==> src/rtl/pdp1_cpu_alu_mul.sv <==
// pdp1_cpu_alu_mul: 4-stage pipelined shift-add multiplier for the PDP-1 MUL instruction
module pdp1_cpu_alu_mul (
    input  logic        in_clock,
    input  logic        in_reset,
    input  logic        i_start,
    input  logic [16:0] mcand,
    input  logic [16:0] mplier,
    input  logic        i_neg,
    output logic [33:0] product,
    output logic        o_neg,
    output logic        o_zero,
    output logic        o_valid
);

    logic        s0_valid, s1_valid, s2_valid;
    logic        s0_neg, s1_neg, s2_neg;
    logic [16:0] s0_mcand, s1_mcand, s2_mcand;
    logic [11:0] s0_mplier;
    logic [7:0]  s1_mplier;
    logic [3:0]  s2_mplier;
    logic [33:0] s0_acc, s1_acc, s2_acc;
    logic [33:0] sum0, sum1, sum2, sum3;

    function automatic logic [33:0] pp(input logic [16:0] mc, input logic [4:0] bits, input int base);
        logic [33:0] s;
        s = '0;
        for (int k = 0; k < 5; k++)
            if (bits[k]) s = s + ({17'd0, mc} << (base + k));
        return s;
    endfunction

    // partial sums: each stage adds its slice of multiplier bits to the running accumulator
    always_comb begin
        sum0 = pp(mcand, mplier[4:0], 0);
        sum1 = s0_acc + pp(s0_mcand, {1'b0, s0_mplier[3:0]}, 5);
        sum2 = s1_acc + pp(s1_mcand, {1'b0, s1_mplier[3:0]}, 9);
        sum3 = s2_acc + pp(s2_mcand, {1'b0, s2_mplier}, 13);
    end

    // pipeline registers: valid shifts unconditionally, data updates every cycle
    always_ff @(posedge in_clock or posedge in_reset) begin
        if (in_reset) begin
            {s0_valid, s1_valid, s2_valid, o_valid} <= '0;
            {s0_neg, s1_neg, s2_neg, o_neg}         <= '0;
            {s0_mcand, s1_mcand, s2_mcand}          <= '0;
            s0_mplier <= '0;
            s1_mplier <= '0;
            s2_mplier <= '0;
            {s0_acc, s1_acc, s2_acc, product}       <= '0;
            o_zero    <= 1'b0;
        end else begin
            s0_valid  <= i_start;
            s0_neg    <= i_neg;
            s0_mcand  <= mcand;
            s0_mplier <= mplier[16:5];
            s0_acc    <= sum0;
            s1_valid  <= s0_valid;
            s1_neg    <= s0_neg;
            s1_mcand  <= s0_mcand;
            s1_mplier <= s0_mplier[11:4];
            s1_acc    <= sum1;
            s2_valid  <= s1_valid;
            s2_neg    <= s1_neg;
            s2_mcand  <= s1_mcand;
            s2_mplier <= s1_mplier[7:4];
            s2_acc    <= sum2;
            o_valid   <= s2_valid;
            o_neg     <= s2_neg;
            product   <= sum3;
            o_zero    <= (sum3 == 34'd0);
        end
    end

endmodule

==> config.mk <==
export PLATFORM = sky130hd
export DESIGN_NAME = pdp1_cpu_alu_mul
export DESIGN_NICKNAME = d
export VERILOG_FILES = /design/src/rtl/pdp1_cpu_alu_mul.sv
export SDC_FILE = /design/constraint.sdc
export NUM_CORES = 1
export LEC_CHECK = 0
export CORE_MARGIN = 8
export CORE_UTILIZATION = 55
export DETAILED_ROUTE_END_ITERATION = 7
export PLACE_DENSITY = 0.82
export SLEW_MARGIN = 20
export SYNTH_ARGS = -nofsm -noshare
export SYNTH_HDL_FRONTEND = slang
export SYNTH_SLANG_ARGS = --single-unit
==> constraint.sdc <==
create_clock -name in_clock -period 9 [get_ports in_clock]
set_clock_uncertainty 0.15 [all_clocks]
set_input_delay 2.25 -clock in_clock [delete_from_list [all_inputs] [get_ports in_clock]]
set_output_delay 2.25 -clock in_clock [all_outputs]
set_load 0.005 [all_outputs]
==> flow_metrics.env, run 1 <==
export IMPL_yosysWarnings=0
export IMPL_slew_headroom=0.3928
export IMPL_routabilityCongestion=0.9482
export IMPL_clk_pin_slew_worst_paths_ns=0.08
export IMPL_die_area_um2=42700
export IMPL_ys_types=78
export IMPL_final_core_util=0.6388
export IMPL_numCtsBuffers=17
export IMPL_dp_hpwl_um=41240
export IMPL_multiInputGateArea_um2=14540
export IMPL_ir_drop_uv=123.2
export IMPL_hold_viol_final=0
export IMPL_synth_seq_area_share=0.2479
export IMPL_async_flop_share=1.000
export IMPL_first_iter_violations=1210
export IMPL_outcome="finished, final reports clean"
export IMPL_period_minus_slack_ns=8.616
export IMPL_crit_fanout=3
export IMPL_num_rows=70
export IMPL_n_fill_cell=2910
export IMPL_worst_pin_slew_ns=0.9108
export IMPL_finalNetCount=2841
export IMPL_diodes=0
export IMPL_clock_latency_ns=0.47
export IMPL_setup_viol=0
export IMPL_drv_slew=0
export IMPL_antenna_found_initial=0
export IMPL_overflow=0
export IMPL_num_vias=18310
export IMPL_cts_tree="built"
export IMPL_cellLeakagePower_nw=11.01
export IMPL_grt_pass1_wl_um=86160
export IMPL_crit_arrival_ns=8.81
export IMPL_synthCells=2314
export IMPL_cp_start_kind="input port"
export IMPL_avgSynthCellArea_um2=8.639
export IMPL_ys_top_cells_by_area="dfrtp_1 (25%), ha_1 (17%), xnor2_1 (5.7%), mux2_2 (5.0%), a21oi_1 (4.8%)"
export IMPL_ys_flop_type="dfrtp_1"
export IMPL_criticalPathCategory="in -> reg"
export IMPL_max_freq_mhz=116.1
export IMPL_yosys_top_cells_count="ha_1 (271), dfrtp_1 (198), a21oi_1 (193)"
export IMPL_ff_latch_area_um2=4955
export IMPL_firstDrtPassIters=5
export IMPL_yosys_area_top_type="dfrtp_1"
export IMPL_placed_area_um2=22310
export IMPL_post_synth_top_count_cell="ha_1"
export IMPL_netlist_area_leader_share=0.2479
export IMPL_cts_root_buf="clkbuf_16"
export IMPL_grt_use_total=0.2413
export IMPL_fp_dieW_um=206.6
export IMPL_core_area_um2=36170
export IMPL_fin_area_um2=23110
export IMPL_max_stage_delay_ns=0.43
export IMPL_cap_violations=0
export IMPL_vias_per_cell=6.109
export IMPL_crit_path_top_delay_cell="clkdlybuf4s50_1"
export IMPL_grt_max_degree=131
export IMPL_power_density_nw_per_um2=251.9
export IMPL_wl_per_cell_um=17.17
export IMPL_die_y_um=206.6
export IMPL_whs_ns=0.2006
export IMPL_io_pins=75
export IMPL_area_growth_pct=15.60
export IMPL_required_ns=9.19
export IMPL_wl_um=51470
export IMPL_synth_edf_count=0
export IMPL_hold_class="reg -> reg"
export IMPL_grt_pass1_vias=18500
export IMPL_syn_nets=2639
export IMPL_htree_levels=4
export IMPL_dp_cells=2965
export IMPL_drive_gt1_frac=0.1352
export IMPL_synth_seq_cells=198
export IMPL_initial_core_util=0.5526
export IMPL_cts_buffer_depth=2
export IMPL_synth_area_um2=19990
export IMPL_finalCritPeriodShare=0.9573
export IMPL_final_cell_count_no_fill=2997
export IMPL_port_buffers=74
export IMPL_crit_path_end_kind="flop"
export IMPL_clkSinkCount=198
export IMPL_drc_errors=0
export IMPL_ant_nets=0
layout make-up:
| cell class | instances | area share |
|---|---|---|
| Clock inverter | 14 | 0.008663 |
| Timing Repair Buffer | 229 | 0.08235 |
| Tap cell | 468 | 0.02534 |
| Sequential cell | 198 | 0.2144 |
| Inverter | 130 | 0.02144 |
| Clock buffer | 18 | 0.01857 |
| Multi-Input combinational cell | 1940 | 0.6292 |
where the power goes:
part	switching (mW)	total, mW	leakage, nW	internal, mW
Combinational	1.97	3.73	8.38	1.76
Sequential	0.143	1.30	2.33	1.16
Clock	0.409	0.792	0.300	0.383
Total	2.52	5.82	11.0	3.30
worst max-delay path: cells and delay by family:
kind | cells | cell delay [ns]
mux | 2 | 0.46
compound gates | 14 | 2.60
buf+inv | 3 | 0.66
simple gates | 6 | 1.07
fa+ha+maj | 5 | 1.32
xor+xnor | 3 | 0.44
layer usage:
layer  vias up  track usage  part of all wire
met2       477       0.4336              0.50
met4         0      0.09561             0.033
met3       123      0.03262             0.047
met5         -            0                 0
met1      8851       0.2881              0.42
li1       8857            -                 -
sequential cells by signal, summed over array words and instances, names as in the netlist:
register,count
s0_mplier,12
s0_mcand,17
s1_valid,1
s1_mplier,8
s2_mcand,17
s0_valid,1
o_valid,1
s2_mplier,4
s1_acc,27
o_zero,1
s1_neg,1
s2_neg,1
s0_neg,1
s2_acc,31
s2_valid,1
s0_acc,22
product,34
o_neg,1
s1_mcand,17
per-stage QoR:
stage	setup WS, ns	total power [mW]	setup TNS, ns
4_1_cts	0.1776	5.753	0
5_1_grt	-0.03495	6.284	-0.05288
3_3_place_gp	-0.4150	4.762	-1.550
3_5_place_dp	-0.6559	4.918	-2.844
6_report	0.3843	5.821	0
2_1_floorplan	0.2628	3.877	0
layout by cell type (no fill, tap or decap), drive strengths merged, types with 8 or more instances in the layout:
master / synthesis / layout
a211oi: 37 / 37
clkdlybuf4s50: 0 / 73
fa: 16 / 16
buf: 5 / 155
and2: 48 / 48
clkbuf: 41 / 18
or2: 12 / 12
a2111oi: 8 / 8
and3: 25 / 25
nand2: 170 / 170
nand2b: 22 / 22
nor3: 56 / 56
o21bai: 28 / 28
o2111ai: 8 / 8
o21ai: 139 / 139
dfrtp: 198 / 198
nor2b: 20 / 20
a211o: 8 / 8
nor2: 170 / 170
o211ai: 17 / 17
o31ai: 19 / 19
ha: 271 / 271
mux2: 88 / 88
o21a: 37 / 37
mux2i: 23 / 23
a31oi: 20 / 20
or3: 20 / 20
inv: 125 / 130
or4: 9 / 9
a21oi: 193 / 193
clkinv: 5 / 14
a21o: 82 / 82
o31a: 9 / 9
xor2: 78 / 78
nand4: 10 / 10
a41oi: 8 / 8
nand3: 51 / 51
xnor2: 132 / 132
a31o: 15 / 15
worst paths after layout:
path | to | slack, ns | depth (start not counted) | from
max | s0_acc[20]$_DFF_PP0_ | 0.38 | 33 | mcand[1]
max in group asynchronous | s0_mcand[16]$_DFF_PP0_ | 5.10 | 3 | in_reset
min in group asynchronous | s2_acc[2]$_DFF_PP0_ | 2.19 | 2 | in_reset
min | s1_mplier[0]$_DFF_PP0_ | 0.20 | 0 | s0_mplier[4]$_DFF_PP0_
max reg2reg | o_zero$_DFF_PP0_ | 0.72 | 35 | s2_mcand[1]$_DFF_PP0_
min reg2reg | s1_mplier[0]$_DFF_PP0_ | 0.20 | 0 | s0_mplier[4]$_DFF_PP0_
kinds of logic (layout without fill, tap and decap cells):
group	Yosys count	count (layout)	synth area share
buffers and inverters	176	391	0.03324
adders and majority gates	287	287	0.1856
DFF	198	198	0.2479
AOI/OAI and AO/OA	692	692	0.2253
muxes	111	111	0.06109
and+or+nand+nor	640	640	0.1545
xor gates and xnor gates	210	210	0.09238
timing repair:
| item | in CTS | in global routing |
|---|---|---|
| hold buffers | 0 | 0 |
| pin swaps | 1 | 9 |
| setup buffers | 0 | 0 |
| resized for setup | 8 | 34 |
| setup endpoints to repair | 3 | 6 |
No activity file was read; power rests on OpenSTA's default activity.
==> run 2, diff against run 1 <==
- clock period: 9 -> 9.4 ns (I/O delays scaled with it)
==> run 2 against run 1 <==
Utilization fell by 2.0 points. Total power fell by 5.9%. First-iteration DRC count fell by 16%. Via count fell by 2.0%. Sequential cell count did not move. Sequential share of layout area rose by 0.69 points. Non-clock buffer count fell by 85. Worst setup slack got worse by 0.14 ns. Combinational power fell by 8.0%. Largest cell class unchanged.
==> flow_metrics.env, run 2 (same netlist as run 1, synthesis figures left out) <==
export IMPL_ir_drop_uv=136.0
export IMPL_finalNetCount=2756
export IMPL_multiInputGateArea_um2=14420
export IMPL_ff_latch_area_um2=4955
export IMPL_reg_largest_list="product x34, s2_acc x31, s1_acc x27"
export IMPL_die_area_um2=42700
export IMPL_numCtsBuffers=17
export IMPL_cts_tree="built"
export IMPL_firstDrtPassIters=5
export IMPL_wl_per_cell_um=17.49
export IMPL_period_minus_slack_ns=9.157
export IMPL_io_pins=75
export IMPL_grt_pass1_vias=17950
export IMPL_largest_reg_flops=34
export IMPL_drc_errors=0
export IMPL_grt_max_degree=139
export IMPL_hold_viol_final=0
export IMPL_diodes=0
export IMPL_overflow=0
export IMPL_area_growth_pct=11.97
export IMPL_port_buffers=74
export IMPL_drv_slew=0
export IMPL_drive_gt1_frac=0.09697
export IMPL_crit_path_top_delay_cell="or3_1"
export IMPL_cp_top_family="compound AO/OA/AOI/OAI gates"
export IMPL_outcome="finished, final reports clean"
export IMPL_clk_pin_slew_worst_paths_ns=0.08
export IMPL_hold_class="reg -> reg"
export IMPL_worst_pin_slew_ns=0.9320
export IMPL_cts_root_buf="clkbuf_16"
export IMPL_ctsHoldBuffers=0
export IMPL_ant_nets=0
export IMPL_whs_ns=0.2008
export IMPL_core_area_um2=36170
export IMPL_dp_hpwl_um=40870
export IMPL_cp_start_kind="input port"
export IMPL_crit_arrival_ns=9.35
export IMPL_crit_fanout=11
export IMPL_finalCritPeriodShare=0.9742
export IMPL_criticalPathCategory="in -> reg"
export IMPL_first_iter_violations=1015
export IMPL_required_ns=9.59
export IMPL_clkSinkCount=198
export IMPL_num_vias=17940
export IMPL_htree_levels=4
export IMPL_wl_um=50940
export IMPL_max_stage_delay_ns=0.42
export IMPL_die_y_um=206.6
export IMPL_cts_buffer_depth=2
export IMPL_slew_headroom=0.3787
export IMPL_max_freq_mhz=109.2
export IMPL_grt_pass1_wl_um=84810
export IMPL_p_total_mw=5.481
export IMPL_vias_per_cell=6.161
export IMPL_cellLeakagePower_nw=10.59
export IMPL_cp_common_cell="ha_1"
export IMPL_crit_path_end_kind="flop"
export IMPL_rsz0062_at_grt="yes"
export IMPL_cp_num_buf_inv=5
export IMPL_routabilityCongestion=0.9317
export IMPL_num_rows=70
export IMPL_setup_viol=0
export IMPL_layout_commonest_cell="ha_1"
export IMPL_n_fill_cell=2998
export IMPL_layout_common_cells="ha_1 (271), dfrtp_1 (198), a21oi_1 (192), nand2_1 (170), nor2_1 (170)"
export IMPL_power_density_nw_per_um2=244.8
export IMPL_antenna_found_initial=0
export IMPL_initial_core_util=0.5526
export IMPL_clock_latency_ns=0.47
export IMPL_fp_dieW_um=206.6
export IMPL_final_core_util=0.6188
export IMPL_finalSetupTns_ns=0
export IMPL_largest_register="product"
export IMPL_grt_use_total=0.2392
export IMPL_cap_violations=0
run 2: cell types whose count changed in the layout (fill, tap and decap cells not counted), sizes merged:
cell,previous run,this run
buf,155,70
clkinv,14,11
dlygate4sd2,1,0
clkdlybuf4s50,73,74
inv,130,133
clkbuf,18,17
bufinv,0,1
run 2: stage by stage:
stage | cell area [µm²] | cells | setup slack [ns]
after floorplan | 19990 | 2314 | 0.5628
after global placement | 21670 | 2879 | -0.03620
after detailed placement | 21670 | 2879 | -0.3819
after CTS | 22330 | 2911 | 0.07186
after global routing | 22380 | 2912 | -0.05068
final | 22380 | 2912 | 0.2425
run 2: final timing paths:
path | depth (start not counted) | from | slack, ns | end
setup / recovery | 35 | mplier[0] | 0.24 | s0_acc[20]$_DFF_PP0_
hold / removal | 0 | s0_mplier[9]$_DFF_PP0_ | 0.20 | s1_mplier[5]$_DFF_PP0_
setup reg to reg | 35 | s2_mplier[0]$_DFF_PP0_ | 0.58 | o_zero$_DFF_PP0_
hold reg to reg | 0 | s0_mplier[9]$_DFF_PP0_ | 0.20 | s1_mplier[5]$_DFF_PP0_
max in group asynchronous | 3 | in_reset | 5.41 | s0_mplier[5]$_DFF_PP0_
min in group asynchronous | 2 | in_reset | 2.35 | o_neg$_DFF_PP0_
run 2: area by class of cell:
cell class,count,area share
multi-input combinational,1940,0.6443
sequential,198,0.2214
timing repair buffer,144,0.05657
tap,468,0.02616
inverter,130,0.02214
clock buffer,17,0.01901
clock inverter,15,0.01045
run 2: per-layer routing:
metal	GRT usage	part of all wire	up-vias
li1	-	-	8693
met1	0.2847	0.42	8619
met2	0.4352	0.50	528
met3	0.03230	0.048	100
met4	0.08558	0.026	0
met5	0	0	-
run 2: worst register-to-register path: cells and delay by family (launching register included):
family,cells,cell delay [ns]
buf+inv,2,0.37
xor+xnor,5,0.85
mux,1,0.29
flops,1,0.82
fa+ha+maj,5,1.72
simple gates,11,2.03
compound gates,11,2.51
run 2: where the power goes:
part           leakage [nW]  internal (mW)  switching, mW  total (mW)
logic                  7.94           1.58           1.85        3.43
registers              2.33           1.11          0.143        1.25
clock network         0.318          0.398          0.400       0.798
run 2: what timing repair did:
action / in CTS / in global routing
setup endpoints to repair: 0 / 4
buffers inserted: 0 / 1
resized for setup: 0 / 17
